### config.mk
export PLATFORM = sky130hd
export DESIGN_NAME = jtcontra_mdu_arb
export DESIGN_NICKNAME = d
export VERILOG_FILES = /design/src/rtl/jtcontra_mdu_arb.sv
export SDC_FILE = /design/constraint.sdc
export NUM_CORES = 1
export LEC_CHECK = 0
export ABC_AREA = 1
export CAP_MARGIN = 0
export CORE_AREA = 2 2 67 69
export DETAILED_ROUTE_END_ITERATION = 7
export DIE_AREA = 0 0 69 71
export GPL_TIMING_DRIVEN = 0
export PLACE_DENSITY = 0.85
export SLEW_MARGIN = 25
export SYNTH_ARGS = -nofsm -noshare
export SYNTH_HDL_FRONTEND = slang
export SYNTH_SLANG_ARGS = --single-unit
### constraint.sdc
create_clock -name clk -period 2.1 [get_ports clk]
set_clock_uncertainty 0.1 [all_clocks]
set_input_delay 0.42 -clock clk [delete_from_list [all_inputs] [get_ports clk]]
set_output_delay 0.42 -clock clk [all_outputs]
set_load 0.05 [all_outputs]
### src/rtl/jtcontra_mdu_arb.sv
// Two-requester arbiter in front of the shared mul/div unit, with busy-counter stalls.
// Define JTCONTRA_MDU_TIMEOUT_EN to release ownership after 32 idle owner cycles.
module jtcontra_mdu_arb (
  input  logic       clk,
  input  logic       rst,
  input  logic       a_cs_i,
  input  logic       a_wrn_i,
  input  logic [2:0] a_addr_i,
  input  logic [7:0] a_din_i,
  output logic [7:0] a_dout_o,
  output logic       a_wait_o,
  input  logic       b_cs_i,
  input  logic       b_wrn_i,
  input  logic [2:0] b_addr_i,
  input  logic [7:0] b_din_i,
  output logic [7:0] b_dout_o,
  output logic       b_wait_o,
  output logic       u_cs_o,
  output logic       u_wrn_o,
  output logic [2:0] u_addr_o,
  output logic [7:0] u_din_o,
  input  logic [7:0] u_dout_i
);

  typedef enum logic [1:0] {IDLE, OWN_A, OWN_B} state_t;

  state_t     state_q, state_d;
  logic       last_b_q;
  logic       rd_pend_q;
  logic [1:0] mul_cnt_q, mul_cnt_d;
  logic [4:0] div_cnt_q, div_cnt_d;
  logic [7:0] a_dout_q, b_dout_q;

  logic       own_cs, own_wrn;
  logic [2:0] own_addr;
  logic [7:0] own_din;
  logic       mul_stall, div_stall;
  logic       acc, wr_acc, rd_start, own_wait;
  logic       rd_release, release_own, timeout;

  // Only the current owner's request is ever visible to the unit.
  always_comb begin
    own_cs   = 1'b0;
    own_wrn  = 1'b1;
    own_addr = 3'd0;
    own_din  = 8'd0;
    case (state_q)
      OWN_A: begin
        own_cs   = a_cs_i;
        own_wrn  = a_wrn_i;
        own_addr = a_addr_i;
        own_din  = a_din_i;
      end
      OWN_B: begin
        own_cs   = b_cs_i;
        own_wrn  = b_wrn_i;
        own_addr = b_addr_i;
        own_din  = b_din_i;
      end
      default: ;
    endcase
  end

  assign mul_stall  = (mul_cnt_q != 2'd0) && own_wrn && (own_addr[2:1] == 2'b00);
  assign div_stall  = (div_cnt_q != 5'd0) && (own_addr >= 3'd2) && (own_addr <= 3'd5);
  assign acc        = own_cs && !rd_pend_q && !mul_stall && !div_stall;
  assign wr_acc     = acc && !own_wrn;
  assign rd_start   = acc && own_wrn;
  assign own_wait   = own_cs && !wr_acc && !rd_pend_q;
  assign rd_release = rd_pend_q && ((own_addr == 3'd1) || (own_addr == 3'd5));
  assign release_own = rd_release || timeout;

  assign a_wait_o = (state_q == OWN_A) ? own_wait : a_cs_i;
  assign b_wait_o = (state_q == OWN_B) ? own_wait : b_cs_i;
  assign u_cs_o   = acc;
  assign u_wrn_o  = !wr_acc;
  assign u_addr_o = own_addr;
  assign u_din_o  = own_din;

  // Read data is forwarded in the completion cycle and held afterwards.
  assign a_dout_o = (rd_pend_q && state_q == OWN_A) ? u_dout_i : a_dout_q;
  assign b_dout_o = (rd_pend_q && state_q == OWN_B) ? u_dout_i : b_dout_q;

  always_comb begin
    state_d = state_q;
    case (state_q)
      IDLE: begin
        if (a_cs_i && (!b_cs_i || last_b_q)) state_d = OWN_A;
        else if (b_cs_i)                     state_d = OWN_B;
      end
      OWN_A: if (release_own) state_d = b_cs_i ? OWN_B : IDLE;
      OWN_B: if (release_own) state_d = a_cs_i ? OWN_A : IDLE;
      default: state_d = IDLE;
    endcase
  end

  always_comb begin
    mul_cnt_d = (mul_cnt_q != 2'd0) ? mul_cnt_q - 2'd1 : 2'd0;
    div_cnt_d = (div_cnt_q != 5'd0) ? div_cnt_q - 5'd1 : 5'd0;
    if (wr_acc && own_addr[2:1] == 2'b00) mul_cnt_d = 2'd2;
    if (wr_acc && own_addr == 3'd5)       div_cnt_d = 5'd18;
  end

  always_ff @(posedge clk or posedge rst) begin
    if (rst) begin
      state_q   <= IDLE;
      last_b_q  <= 1'b1;
      rd_pend_q <= 1'b0;
      mul_cnt_q <= 2'd0;
      div_cnt_q <= 5'd0;
      a_dout_q  <= 8'd0;
      b_dout_q  <= 8'd0;
    end else begin
      state_q   <= state_d;
      if (state_d == OWN_A)      last_b_q <= 1'b0;
      else if (state_d == OWN_B) last_b_q <= 1'b1;
      rd_pend_q <= rd_start;
      mul_cnt_q <= mul_cnt_d;
      div_cnt_q <= div_cnt_d;
      if (rd_pend_q && state_q == OWN_A) a_dout_q <= u_dout_i;
      if (rd_pend_q && state_q == OWN_B) b_dout_q <= u_dout_i;
    end
  end

`ifdef JTCONTRA_MDU_TIMEOUT_EN
  logic [5:0] idle_q, idle_d;

  // Counts owner cycles without a request; the 32nd such cycle gives up ownership.
  always_comb begin
    idle_d  = 6'd0;
    timeout = 1'b0;
    if (state_q != IDLE && !own_cs) begin
      if (idle_q == 6'd31) timeout = 1'b1;
      else                 idle_d  = idle_q + 6'd1;
    end
  end

  always_ff @(posedge clk or posedge rst) begin
    if (rst) idle_q <= 6'd0;
    else     idle_q <= idle_d;
  end
`else
  assign timeout = 1'b0;
`endif

endmodule

# Yosys cells after proc, flatten, opt, wreduce, memory -nomap -nowiden
# Cells that the tools add are included.
# word_totals
ff_bits,27
latch_bits,0
mem_bits_rw,0
rom_bits,0
out_inout_bits,31
n_memories,0
# op_classes
add_sub_neg,2
mul,0
div_mod_pow,0
magnitude_cmp,2
n_eq_ne,6
shift,0
n_mux,21
bitwise,0
reduce_logical,30
# ops
cell,count
1-bit logical AND,17
8-bit two-way mux,2
8-bit case mux with 2 select lines,1
2-bit two-way mux,7
5-bit two-way mux,2
1-bit zero test,6
2-bit case mux with 3 select lines,1
3-bit case mux with 2 select lines,1
1-bit two-way mux,5
5-bit nonzero test,1
"5-bit by 1-bit subtractor with 5-bit output, second input constant",1
"2-bit by 1-bit equality test with 1-bit output, second input constant",2
"2-bit equality test, second input constant",2
2-bit zero test,2
1-bit case mux with 2 select lines,2
2-bit nonzero test,2
"3-bit by 1-bit equality test with 1-bit output, second input constant",1
"3-bit equality test, second input constant",1
"3-bit by 2-bit >= comparator with 1-bit output, second input constant",1
"3-bit <= comparator, second input constant",1
1-bit logical OR,2
"2-bit by 1-bit subtractor with 2-bit output, second input constant",1

# Logic depth before layout (Yosys ltp)
# logic_depth
word_depth,12
ltp_mapped,16
depth_no_buf,15

# Worst setup path before layout
# OpenSTA, ideal clock, no wires.
# synth_path
path_type,flip-flop to output port
startpoint,reg state_q[0]
endpoint,out b_dout_o[0]
arrival_time_ps,2229
t_required_ps,1580
setup_slack_ps,-649
path_stages_with_launch,7
n_path_buf,2
path_cell_list,dfrtp_1 inv_1 ha_1 buf_4 nand2_1 clkbuf_1 o21ai_0
# synth_between
elab_chain_cells,3
# synth_rtl
item,line_no,text
"start, declared",27,"state_t state_q, state_d;"
"start signal, assigned",114,state_q <= state_d;
2-bit equality test,82,assign b_dout_o = (rd_pend_q && state_q == OWN_B) ? u_dout_i : b_dout_q;
1-bit logical AND,82,
8-bit two-way mux,--,
"end, declared",16,"output logic [7:0] b_dout_o,"
# Every way passes these cells.

# Worst setup path in the final report
# layout_path
startpoint,reg state_q[0]
endpoint,out a_wait_o
# layout_between
elab_chain_cells,12
word_cells_on_any_way,23
cone_classes,order compare (2); eq/ne (2); mux (4); reduce/logical (15)
# layout_rtl
item,line_no,text
2-bit equality test / 2-bit by 1-bit equality test with 1-bit output (equally long branches),"47, 73",
3-bit case mux with 2 select lines / 1-bit case mux with 2 select lines (equally long branches),47,case (state_q)
3-bit by 2-bit >= comparator with 1-bit output (tied with other cells),65,assign div_stall = (div_cnt_q != 5'd0) && (own_addr >= 3'd2) && (own_addr <= 3'd5);
1-bit logical AND (on tied branches),"65, 64",
1-bit logical AND / 1-bit zero test (equally long branches),"65, 66",
1-bit zero test / 1-bit logical AND (equally long branches),66,assign acc = own_cs && !rd_pend_q && !mul_stall && !div_stall;
1-bit logical AND,66,
1-bit logical AND,67,assign wr_acc = acc && !own_wrn;
1-bit zero test,69,assign own_wait = own_cs && !wr_acc && !rd_pend_q;
1-bit logical AND (2 in series),69,
1-bit two-way mux *,73,assign a_wait_o = (state_q == OWN_A) ? own_wait : a_cs_i;
"end, declared",11,"output logic a_wait_o,"
# Every way passes the cells marked *; elsewhere a longest branch is shown, timed or not.

==> impl_metrics.toml <==
[yosys]
synthDistinctLibCells = 23
syn-cell-area_um2 = 1540
synth_commonest_cells = "nand2_1 (76), inv_1 (30), dfrtp_1 (26), o21ai_0 (20), a21oi_1 (11)"
synth_ff_type = "dfrtp_1"
ys_ff_latch = 27
synth_cells = 210
ys_warn_count = 0
netlist.area_leader.share = 0.422
syn-mean-instance-area_um2 = 7.33
yosysMostFrequentCell = "nand2_1"
synthTopCellsByArea = "dfrtp_1 (42%), nand2_1 (19%), inv_1 (7.3%)"
synthesis.nets = 253
ys_seq_area_frac = 0.439
synth_edf_count = 0
async_flop_share = 1.00
yosysTopAreaCell = "dfrtp_1"

[power]
vdd_drop_max_uv = 1100
p_leak_nw = 1.46
power-per-cell-area_nw_per_um2 = 1530

[placement]
gp_congestion = 0.768
dp_slack_ns = -0.915
numPortBuffers = 66
place_hpwl_um = 3140
dp.cells = 328

[routing]
drtIter0Drc = 38
ant_nets = 0
drc_errors = 0
wl_per_cell_um = 15.0
vias = 1719
drtPass1Iterations = 4
finalWirelength_um = 5310
via_per_inst = 4.87

[final_layout]
area_delta_synth_final_pct = 107
drive_gt1_frac = 0.452
n_antenna_cell = 0
nNetsFinal = 345
fin_cells = 353
postLayoutCoreUtil = 0.758
nFillCells = 272

[floorplanning]
core_area_um2 = 4200
die_x_um = 69
start_util = 0.366
std_cell_rows = 24
die_area_um2 = 4900
ios = 67
die_y_um = 71

[clock_tree]
cts.sinks = 27
clockBufferDepth = 2
clock_tree.root_cell = "clkbuf_8"
htree_levels = 1
clock_latency_ns = 0.27
tritoncts = "done"
cts_buffers = 3
ctsHoldBuffers = 0
cts.reportedPaths.clkPinSlew_ns = 0.09

[critical_path]
crit_top_cell = "nand2_1"
end_kind = "output port"
max_stage_delay_ns = 0.41
path_max_fanout = 5
crit_chain = "inv_2 -> ha_4 -> buf_6 -> nand2_1 -> nand2_1 -> nand2_1 -> or2_4 -> nor2_4 -> nand3_4 -> nand3_4 -> nand2_4 -> buf_8"
critPathKind = "reg -> out"
critPathRequiredTime_ns = 1.58
critical_path.startpoint = "state_q[0]"
slowest_stage = "dfrtp_1"
arrival_ns = 2.05
reg2reg_from = "state_q[0]"
critPathLaunchType = "flip-flop"

[sta]
final-setup-viol-count = 30
max_slew_margin = 0.636
drv_slew = 0
finalCritPeriodShare = 1.22
worst_slack_ns = -0.469
hold_viol = 0
fin_crit_ns = 2.57
worstMarginPinSlew_ns = 0.545
rsz0062_at_grt = "yes"
max_freq_mhz = 389

[run_status]
run_status = "complete, but fails checks"
violations = "setup timing"

[flow_run]
drv_cap = 0

[grt]
track_usage = 0.199
first_global_vias = 1727
grt_max_degree = 28
grt-ovfl-total = 0
antenna_found_initial = 0
grt_pass1_wl_um = 8010

[hold_path]
hp-class = "reg -> reg"
hold_path.startpoint = "div_cnt_q[0]"
state kept, by name, summed over array words and instances (netlist names):
register	cells
a_dout_q	8
b_dout_q	8
div_cnt_q	5
last_b_q	1
mul_cnt_q	2
rd_pend_q	1
state_q	2
metal layers:
layer,GRT usage,vias up,part of all wire
met3,0.0413,6,0.071
met5,0,-,0
met1,0.242,804,0.39
met2,0.363,80,0.52
met4,0.0458,0,0.015
li1,-,829,-
where the power goes:
part,internal (W),total [W],switching [W]
combinational,0.00148,0.00369,0.00221
sequential,0.000754,0.000895,0.000141
clock,0.000136,0.000292,0.000156
metrics by stage:
stage / total power [W] / cell area [um^2] / hold slack [ns] / setup TNS [ns]
2_1_floorplan: 0.00284 / 1770 / 0.303 / -2.52
3_3_place_gp: 0.00353 / 2490 / 0.313 / -21.86
3_5_place_dp: 0.00359 / 2490 / 0.314 / -22.64
4_1_cts: 0.00447 / 2940 / 0.326 / -6.05
5_1_grt: 0.00513 / 3190 / 0.350 / -10.34
6_report: 0.00488 / 3190 / 0.325 / -8.30
worst paths after layout:
kind / slack, ns / end / cells past startpoint
setup / recovery: -0.47 / a_wait_o / 12
hold / removal: 0.33 / div_cnt_q[0] / 1
setup reg to reg: -0.22 / last_b_q / 15
hold reg to reg: 0.33 / div_cnt_q[0] / 1
max in group asynchronous: 1.10 / state_q[1] / 2
min in group asynchronous: 0.40 / div_cnt_q[2] / 2
cell usage in the layout, fill, tap and decap left out, types with 8 or more instances in the layout:
master	netlist	layout
clkdlybuf4s50_1	0	35
inv_1	30	24
dfrtp_1	26	25
buf_8	0	9
buf_4	2	14
o21ai_4	0	16
a21oi_4	0	8
nand2_1	76	53
buf_6	0	26
nand2_2	2	14
nand2_4	0	9
cell families after synthesis:
group	count (synthesis)	synth area share
compound gates	31	0.101
fa+ha+maj	7	0.0569
buf+inv	37	0.0950
xor+xnor	1	0.00569
mux	1	0.00731
simple gates	106	0.295
flops	27	0.439
repair_timing:
action                                 in CTS  in global routing
endpoints found under the hold margin       0                  0
setup endpoints to repair                  32                 32
setup buffers                               9                 10
gates cloned                                2                  1
resized for setup                         269                 40
pin swaps                                   4                 12
critical path, delay by kind of cell (launching register included):
kind                       cells  cell delay, ns
DFF                            1            0.41
buffers and inverters          3            0.39
and+or+nand+nor                8            0.83
adders and majority gates      1            0.14
area by class of cell:
cell class              count  area [um^2]  share of cell area
flip-flops and latches     27          678               0.213
multi-input cells         146         1210               0.381
repair buffers             88          977               0.307
well taps                  52         65.1              0.0204
clock buffers               4         45.0              0.0141
plain buffers               5         83.8              0.0263
inverters                  31          123              0.0385
(Power assumes the default switching activity.)
